**config.mk**
```make
export PLATFORM = sky130hd
export DESIGN_NAME = m_frame_encoder
export DESIGN_NICKNAME = d
export VERILOG_FILES = /design/src/rtl/m_frame_encoder.sv
export SDC_FILE = /design/constraint.sdc
export NUM_CORES = 1
export LEC_CHECK = 0
export CAP_MARGIN = 20
export CORE_MARGIN = 2
export CORE_UTILIZATION = 50
export CTS_BUF_LIST = sky130_fd_sc_hd__clkbuf_8
export CTS_CLUSTER_SIZE = 25
export DETAILED_ROUTE_END_ITERATION = 12
export DONT_BUFFER_PORTS = 1
export PLACE_DENSITY_LB_ADDON = 0.08
export SLEW_MARGIN = 20
export SYNTH_ARGS = -nofsm -noshare
export SYNTH_HDL_FRONTEND = slang
export SYNTH_SLANG_ARGS = --single-unit
export TNS_END_PERCENT = 100
```
**constraint.sdc**
```tcl
create_clock -name clk -period 4.5 [get_ports clk]
set_input_delay 0.675 -clock clk [delete_from_list [all_inputs] [get_ports clk]]
set_output_delay 0.675 -clock clk [all_outputs]
set_load 0.02 [all_outputs]
```
**src/rtl/m_frame_encoder.sv**
```systemverilog
// Frame encoder: turns a latched CMD/PARA request into a 0x40,LEN,CMD,PARA..,CHECK byte stream
// and feeds it to a UART transmitter one byte per i_tx_done handshake.
module m_frame_encoder #(
    parameter logic [7:0]  FRAME_HEADER = 8'h40,
    parameter logic [7:0]  FRAME_TAIL   = 8'hbc,
    parameter bit          CHECK_XOR    = 1'b0,
    parameter int unsigned TIMEOUT_CYC  = 200000
) (
    input  logic        clk,
    input  logic        rst_n,
    input  logic        i_send_en,
    input  logic [7:0]  i_cmdcode,
    input  logic [31:0] i_para_list,
    input  logic [2:0]  i_para_num,
    input  logic        i_tx_done,
    output logic        o_tx_en,
    output logic [7:0]  o_tx_data,
    output logic        o_busy,
    output logic        o_done,
    output logic        o_err
);

    localparam bit          TimeoutEn   = (TIMEOUT_CYC != 0);
    localparam logic [31:0] TimeoutLast = TIMEOUT_CYC - 32'd1;

    typedef enum logic [1:0] {StIdle, StSend, StWait, StDone} state_e;

    state_e      state_q;
    logic [7:0]  cmd_q;
    logic [31:0] para_q;
    logic [2:0]  num_q;
    logic [2:0]  idx_q;
    logic [31:0] timer_q;

    logic [2:0]  last_idx;
    logic [2:0]  nxt_idx;
    logic [1:0]  para_sel;
    logic [7:0]  len_byte;
    logic [7:0]  chk_byte;
    logic [7:0]  nxt_byte;

    // num_q is clamped to 4, so the CHECK index never exceeds 7.
    assign last_idx = num_q + 3'd3;
    assign nxt_idx  = idx_q + 3'd1;
    assign para_sel = 2'(nxt_idx - 3'd3);
    assign len_byte = {5'd0, num_q} + 8'd1;

    always_comb begin
        chk_byte = len_byte ^ cmd_q;
        for (int k = 0; k < 4; k++) begin
            if (3'(k) < num_q) begin
                chk_byte = chk_byte ^ para_q[8*k +: 8];
            end
        end
    end

    // Byte that follows the one currently in flight; header is loaded directly on accept.
    always_comb begin
        nxt_byte = 8'h00;
        if (nxt_idx == last_idx) begin
            nxt_byte = CHECK_XOR ? chk_byte : FRAME_TAIL;
        end else if (nxt_idx == 3'd1) begin
            nxt_byte = len_byte;
        end else if (nxt_idx == 3'd2) begin
            nxt_byte = cmd_q;
        end else begin
            nxt_byte = para_q[{para_sel, 3'b000} +: 8];
        end
    end

    assign o_busy = (state_q == StSend) || (state_q == StWait);

    always_ff @(posedge clk or negedge rst_n) begin
        if (!rst_n) begin
            state_q   <= StIdle;
            cmd_q     <= 8'h00;
            para_q    <= 32'h0;
            num_q     <= 3'd0;
            idx_q     <= 3'd0;
            timer_q   <= 32'h0;
            o_tx_en   <= 1'b0;
            o_tx_data <= 8'h00;
            o_done    <= 1'b0;
            o_err     <= 1'b0;
        end else begin
            o_tx_en <= 1'b0;
            o_done  <= 1'b0;
            o_err   <= 1'b0;
            case (state_q)
                StIdle: begin
                    if (i_send_en) begin
                        cmd_q     <= i_cmdcode;
                        para_q    <= i_para_list;
                        num_q     <= (i_para_num > 3'd4) ? 3'd4 : i_para_num;
                        idx_q     <= 3'd0;
                        o_tx_en   <= 1'b1;
                        o_tx_data <= FRAME_HEADER;
                        state_q   <= StSend;
                    end
                end
                StSend: begin
                    timer_q <= 32'h0;
                    state_q <= StWait;
                end
                StWait: begin
                    // A done arriving on the timeout cycle still counts as success.
                    if (i_tx_done) begin
                        if (idx_q == last_idx) begin
                            o_done  <= 1'b1;
                            state_q <= StDone;
                        end else begin
                            idx_q     <= nxt_idx;
                            o_tx_en   <= 1'b1;
                            o_tx_data <= nxt_byte;
                            state_q   <= StSend;
                        end
                    end else if (TimeoutEn && (timer_q == TimeoutLast)) begin
                        o_err   <= 1'b1;
                        state_q <= StIdle;
                    end else if (timer_q != 32'hffff_ffff) begin
                        timer_q <= timer_q + 32'd1;
                    end
                end
                StDone: begin
                    state_q <= StIdle;
                end
                default: begin
                    state_q <= StIdle;
                end
            endcase
        end
    end

endmodule

```
==> results.txt, run 1 <==
* Die X-Extent: between 100 and 150 µm
* Biggest area contributors in the synthesized netlist: dfrtp_1 47%, mux2_2 9.9%, nand2_1 4.1%
- Comb power frac: 38.0%
* CTS H-tree lvls: 3
- At the end of the flow, the number of nets in the layout was between 500 and 600.
* Top-area cell type share of the netlist area: between 40% and 50%
- Wire length of the first global-routing pass: ~16000 µm
- Total length of routed wires: just over 10000 µm
- Net count after synthesis: roughly 520
* Sw Ratio: a little under two fifths
- In this run the tightest slew margin relative to its limit is a little over two fifths.
- TritonCTS created 9 clock buffers.
- Count of pins on the block boundary: 59
- Asr flop ratio synth: between 90% and 100%
* Share of post-route cells with drive strength above 1: between 10% and 20%
* Number of enable flip-flop cells after synthesis: 0
- The clock network accounts for between 10% and 20% of the total power.
- Clock Latency Late Sink: 360 ps
- HP Class: in2async
- Worst-Margin Slew: 843.5 ps
- In the synthesized netlist, the number of instances is 460.
* Cell taking the most area after synthesis: dfrtp_1
* Count of nets left with antenna violations after detail routing: 0
- Number of max-capacitance violations reported: 0
* Number of global-route vias before repair: around 3200
- Input and output buffers added on the ports amount to 0.
- Post-synth top cells: 91 x dfrtp_1, 54 x nand2_1, 43 x mux2_2
* Pwr dens: approximately 600 mW/mm²
* Average via count per standard cell: approximately 6
- Cells on worst reg2reg path: 7
- The design draws about 3100 µW.
* Number of buffer and inverter instances along the worst setup path: 2
- Arrival time worst endpoint: approximately 3500 ps
* Highest fanout seen on the critical path: 33
- The clock passes through at most 2 buffers.
- Initial antenna violation count: 0
- The first routing iteration left 150 violations.
* Resized cells post-CTS: 0
- Portion of the post-synthesis area used by sequential elements: approximately 47%
* DRC: 0
* Largest clock skew in the final design: between 10 and 15 ps
- The worst setup path is of the reg2reg kind.
- In the final routed layout, each cell accounts on average for roughly 17 µm.
- Internal cell power: 1908 µW
* Die H: roughly 100 µm
- Net switching power of the design: between 1000 and 1500 µW
- Part of the power in registers: a little over two fifths
- Global routing used 20.18% of the available tracks.
- Final setup vio count: 0
- Core footprint: just under 0.01 mm²
- For this design the static power due to leakage is 0.002219 µW.
- Post-synth cell types: 60
- After clock tree synthesis, the clock-pin slew on the worst setup and hold paths is approximately 100 ps.
- Final weighted congestion in routability-driven placement: 0.8145
* Post-CTS Setup Repair Bufs: 0
* Number of sinks driven by the clock tree: just over 90
- The number of antenna diodes in the final layout is 0.
- Number of synthesized register bits: between 90 and 100
* Storage cell area: between 0.002 and 0.0025 mm²
* CP delay by family, top: simple AND/OR/NAND/NOR gates
- In this run the mean area of a mapped cell was 10.64 µm².
- Library cell used as clock root buffer: clkbuf_8
* Max-slew violations: 0
* Multi-input gate area: between 0.002 and 0.0025 mm²
- STA classifies the critical path endpoint as a register.
- The first TritonRoute pass finished after 4 iterations.
- Most used flip-flop cell after synthesis: dfrtp_1
- DIE AREA: roughly 0.011 mm²
- Area grow syn2layout: 6.982%
- Worst reg2reg setup slack: approximately 1300 ps
- Detailed placement finished with a half-perimeter wire length of 6978 µm.
- Time the worst path needs with I/O delays and setup: roughly 3200 ps
- Maximum number of pins on one net before global-route repair: slightly above 90
- Yosys printed 0 warnings.
* Number of hold-slack violations in the final timing report: 0
- For this run the aggregate overflow at the end of global routing stands at 0.
- Setup total negative slack on the finished layout was measured at 0 ps.
* Stages on the worst setup path: 7
* Highest achievable clock rate: between 300 and 400 MHz
- At the worst endpoint, the required time is about 4800 ps.
- CP max stage cell: nand3_1
- The routed layout has between 3000 and 4000 vias.
* Share of the cycle needed by the critical path after routing: a little under three quarters
- In this run the cell area of the synthesized design comes to 0.004892 mm².
- dfrtp_1 is the most common cell in the netlist.
* Floorplan row count: 36
* Outcome: complete, no violations
- Filler instances: approximately 860
- Slowest stage delay, CP: between 700 and 800 ps
- Once the floorplan was initialized, standard cells occupied 50.75% of the core.
- Cell repeated most along the worst path: nand3_1
- Clock tree from TritonCTS: yes
* Maximum resistive drop on vdd: 0.2740 mV
* Cell chain of the critical path: inv_1 -> ha_1 -> buf_4 -> nor2b_1 -> nand3_1 -> or4_1 -> nand3_1
* Tightest hold margin: just under 200 ps
- Startpoint types: register
* RSZ-0062 raised after global routing: no
final timing paths:
path	startpoint	end
max	state_q[0]	timer_q[7]
min	rst_n	timer_q[30]
max in group asynchronous	rst_n	para_q[2]
max reg2reg	state_q[0]	timer_q[7]
min reg2reg	para_q[12]	para_q[12]
min in group clk	i_para_num[0]	num_q[0]
cell usage in the layout (no fill, tap or decap), types with 5 or more instances in the layout:
| master | netlist | routed |
|---|---|---|
| nand4_1 | 12 | 12 |
| dfrtp_1 | 91 | 91 |
| mux2i_1 | 14 | 14 |
| and3_1 | 12 | 12 |
| mux2_2 | 43 | 43 |
| clkbuf_8 | 0 | 9 |
| ha_1 | 10 | 10 |
| or3_1 | 7 | 7 |
| a21oi_1 | 17 | 17 |
| nand3_1 | 27 | 27 |
| nor2_1 | 13 | 13 |
| mux4_2 | 8 | 8 |
| buf_4 | 0 | 5 |
| nand2b_1 | 9 | 9 |
| nor4_1 | 6 | 6 |
| xnor2_1 | 6 | 6 |
| inv_1 | 17 | 17 |
| o21ai_0 | 23 | 23 |
| nand2_1 | 54 | 53 |
layer usage:
layer	up-vias	wire length [µm]	track usage, %
li1	1669	-	-
met1	1738	5078	30.67
met2	87	4620	28.92
met3	8	482	4.678
met4	0	90	5.668
met5	-	0	0
what timing repair did:
item,in CTS,in global routing
endpoints found under the hold margin,91,0
hold buffers,1,0
setup endpoints to repair,0,0
area by class of cell:
class	count	area share [%]
Multi-Input combinational cell	328	46.43
Sequential cell	91	43.51
Tap cell	133	3.180
Clock buffer	9	2.367
Clock inverter	7	1.673
Timing Repair Buffer	7	1.626
Inverter	17	1.219
kinds of logic (layout without fill, tap and decap cells):
group,count (synthesis),count (layout),synth area share [%]
muxes,65,65,16.44
buffers and inverters,41,40,3.836
and+or+nand+nor,172,172,19.21
AOI/OAI and AO/OA,72,72,9.514
DFF,91,91,46.55
adders and majority gates,10,10,2.558
xor gates and xnor gates,9,9,1.893
power groups by stage:
stage | sequential, µW | combinational (µW) | clock, µW
after floorplan | 1250 | 947 | 0
after global placement | 1310 | 1120 | 0
after detailed placement | 1320 | 1130 | 0
after CTS | 1300 | 1160 | 620
after global routing | 1340 | 1290 | 656
final | 1300 | 1170 | 605
worst reg2reg max path: stages (launching register included):
cell     delay, ps
dfrtp_1        400
inv_1          140
ha_1           170
buf_4          300
nor2b_1        620
nand3_1        740
or4_1          710
nand3_1         80
state kept, by name, summed over array words and instances, names as in the netlist:
name	count
o_done	1
timer_q	32
para_q	32
o_tx_data	8
num_q	3
o_err	1
cmd_q	8
idx_q	3
o_tx_en	1
state_q	2
metrics by stage:
stage / instance area [µm²] / setup slack (ps) / cells / utilization [%]
2_1_floorplan: 4892 / 2036 / 460 / -
3_3_place_gp: 4975 / 1458 / 574 / 51.61
3_5_place_dp: 4975 / 1324 / 574 / 51.61
4_1_cts: 5214 / 1288 / 591 / 54.09
5_1_grt: 5234 / 1004 / 592 / 54.30
6_report: 5234 / 1285 / 592 / 54.30
No activity file was read; power rests on OpenSTA's default activity.
==> run 2, diff against run 1 <==
clock period = 2.6 ns   (was 4.5 ns; I/O delays follow)
==> run 2 against run 1 <==
Count of clock-buffer cells in the layout did not move. Hold slack worse by 41 ps. Final area grew 3.3%. Die area did not move. Register-to-register slack lost 1100 ps. First-iteration DRC count is 55% higher. Via count barely moved. Largest power group is now combinational cells.
==> results.txt, run 2 (synthesis results as in run 1) <==
* Wirelength per Cell: ~17 µm
* Floorplan row count: 36
- Number of hold-slack violations in the final timing report: 0
* Required time at the worst-slack endpoint: 2860 ps
* Hold path startpoint: i_para_num[1]
- Outcome: complete, no violations
* Final non-filler cell area: roughly 0.0054 mm²
- The via count of the first global-routing pass is around 3300.
* TritonRoute pass-1 iters: 4
* Placed cell area: around 0.005 mm²
* GR Util All Layers: about a fifth
* Startpoint of the lowest-slack register-to-register path: timer_q[22]
* Initial antenna violation count: 0
* Global routing met3 resource utilization: under 10%
* Average via count per standard cell: 5.745
- Grt met1 use: 32.19%
- Arrival time worst endpoint: 2720 ps
* Filler instances: slightly below 900
* Largest registers: para_q (32), timer_q (32)
* Worst-Margin Slew: between 600 and 700 ps
- The worst-case IR drop observed on VDD is about 0.59 mV.
- The congestion estimate from routability-driven global placement came to 0.8380.
* Maximum number of pins on one net before global-route repair: between 90 and 100
* Layer with the highest usage after global routing: met1
- Startpoint types: register
* Wire length of the first global-routing pass: approximately 17000 µm
* Clock tree from TritonCTS: yes
- Leaving out fill and tap cells, the most frequent cell in the layout is dfrtp_1.
* Total length of routed wires: approximately 11000 µm
* Critical path origin: timer_q[22]
* Area grow syn2layout: 10.49%
- During I/O placement, the number of pins put on the boundary was between 50 and 60.
- CTS H-tree lvls: 3
* Count of nets left with antenna violations after detail routing: 0
- Total grt overflow: 0
* Overall via count from detail_route: around 3500
* Total CTS buffers: 9
- Leakage power summed over all cells: approximately 0.0023 µW
* Share of the cycle needed by the critical path after routing: roughly 94%
* Pwr dens: between 1000 and 1500 mW/mm²
* Largest clock skew in the final design: 10.15 ps
* Count of buffers inserted at the top-level ports: 0
- Half-perimeter wire length of the detailed placement result: roughly 7400 µm
- Across the run, the number of max-cap violations was 0.
- The critical path is of the reg2reg type.
- The later pin in the worst-skew pair is clocked with a latency of ~370 ps.
- The count of cells in the finished layout, fillers not included, comes to between 600 and 700.
- Number of sinks driven by the clock tree: 91
* Nature of the critical path endpoint: register
- In this run the register-to-register setup slack is around 140 ps.
- Final net count: approximately 530
* Max-slew violations: 0
* Detailed Route Iter0 Violations: roughly 230
- The floorplan step set the die width to a little over 100 µm.
- DRC: 0
- Setup repair after global routing left no endpoint under its margin.
* Antenna diode instance count: 0
* Clock-pin slew on the worst setup and hold paths: around 100 ps
- Slew headroom: 53.77%
- Walking the worst path, the cells encountered are nor4_1 -> nand4_1 -> or4_4 -> and3_4 -> and3_1 -> a221o_1.
- HP Class: in2reg
* Slowest stage delay, CP: between 600 and 700 ps
- The longest clock path from root to sink contains 2 buffers.
* Met2 capacity usage during global routing: approximately 30%
- In this run, placement finished with an instance count of between 500 and 600.
- Of all nets on the critical path, the largest fanout is 27.
- Share of post-route cells with drive strength above 1: about 21%
- Final setup vio count: 0
* Most used cells in the layout excluding fill and tap cells: 91 x dfrtp_1, 53 x nand2_1, 43 x mux2_2, 27 x nand3_1, 23 x o21ai_0
- DIE AREA: ~0.011 mm²
* Highest achievable clock rate: about 410 MHz
- CTS placed an instance of clkbuf_8 at the clock tree root.
* Effective utilization at floorplan: roughly half
- Time the worst path needs with I/O delays and setup: 2456 ps
- Die H: between 100 and 150 µm
* Core footprint: roughly 0.0096 mm²
- CP max stage cell: or4_4
## run 2: cell types whose count changed in the layout (fill, tap and decap cells not counted)
| cell | before | now |
|---|---|---|
| buf_4 | 5 | 19 |
| buf_12 | 1 | 3 |
| inv_6 | 3 | 1 |
| clkinv_4 | 1 | 2 |
| clkinv_8 | 0 | 1 |
| dlygate4sd3_1 | 0 | 1 |
| nor2b_1 | 3 | 2 |
| nor2b_2 | 0 | 1 |
| nor4_1 | 6 | 5 |
| nor4_2 | 0 | 1 |
## run 2: power by group
part / internal, µW / switching [µW]
combinational: 1150 / 1140
sequential: 1870 / 338
clock: 473 / 568
total: 3480 / 2050
## run 2: path summary, 6_finish.rpt
check,end,cells after the start
max,timer_q[20],6
min,num_q[1],2
max reg2reg,timer_q[20],6
min reg2reg,para_q[2],1
max in group asynchronous,timer_q[21],2
min in group asynchronous,timer_q[30],2
## run 2: critical path: cells and delay by family, from the launching register on
| family | cells | cell delay, ps |
|---|---|---|
| AO/OA/AOI/OAI | 1 | 250 |
| flip-flops | 1 | 430 |
| AND/OR/NAND/NOR | 5 | 1660 |
## run 2: area by class of cell
cell class | count | area (µm²) | area share [%]
multi-input combinational | 328 | 2439 | 45.12
sequential | 91 | 2277 | 42.13
timing repair buffer | 24 | 240.2 | 4.444
tap | 133 | 166.4 | 3.079
clock buffer | 9 | 123.9 | 2.292
clock inverter | 7 | 95.09 | 1.759
inverter | 17 | 63.81 | 1.181
## run 2: per-layer routing
layer / routed length, µm / vias up
met2: 4745 / 78
met4: 77 / 0
li1: - / 1703
met1: 5135 / 1712
met3: 568 / 6
met5: 0 / -
## run 2: through the flow
step	utilization [%]	total power [µW]	hold WS (ps)	setup WS, ps	setup TNS [ps]
finish	56.07	5531	155.0	143.6	0
global route	56.07	5922	133.5	7.649	0
CTS	55.72	5526	138.4	81.01	0
detailed placement	53.04	4424	96.84	-22.56	-33.82
global placement	53.04	4375	96.93	80.54	0
floorplan	-	3795	94.41	136.1	0
## run 2: timing repair
action,in CTS,in global routing
gates resized for setup,1,1
endpoints found under the setup margin,5,9
gates cloned,0,0
pin swaps,0,1
setup buffers,0,2
hold buffers,2,0
hold endpoints to repair,91,0
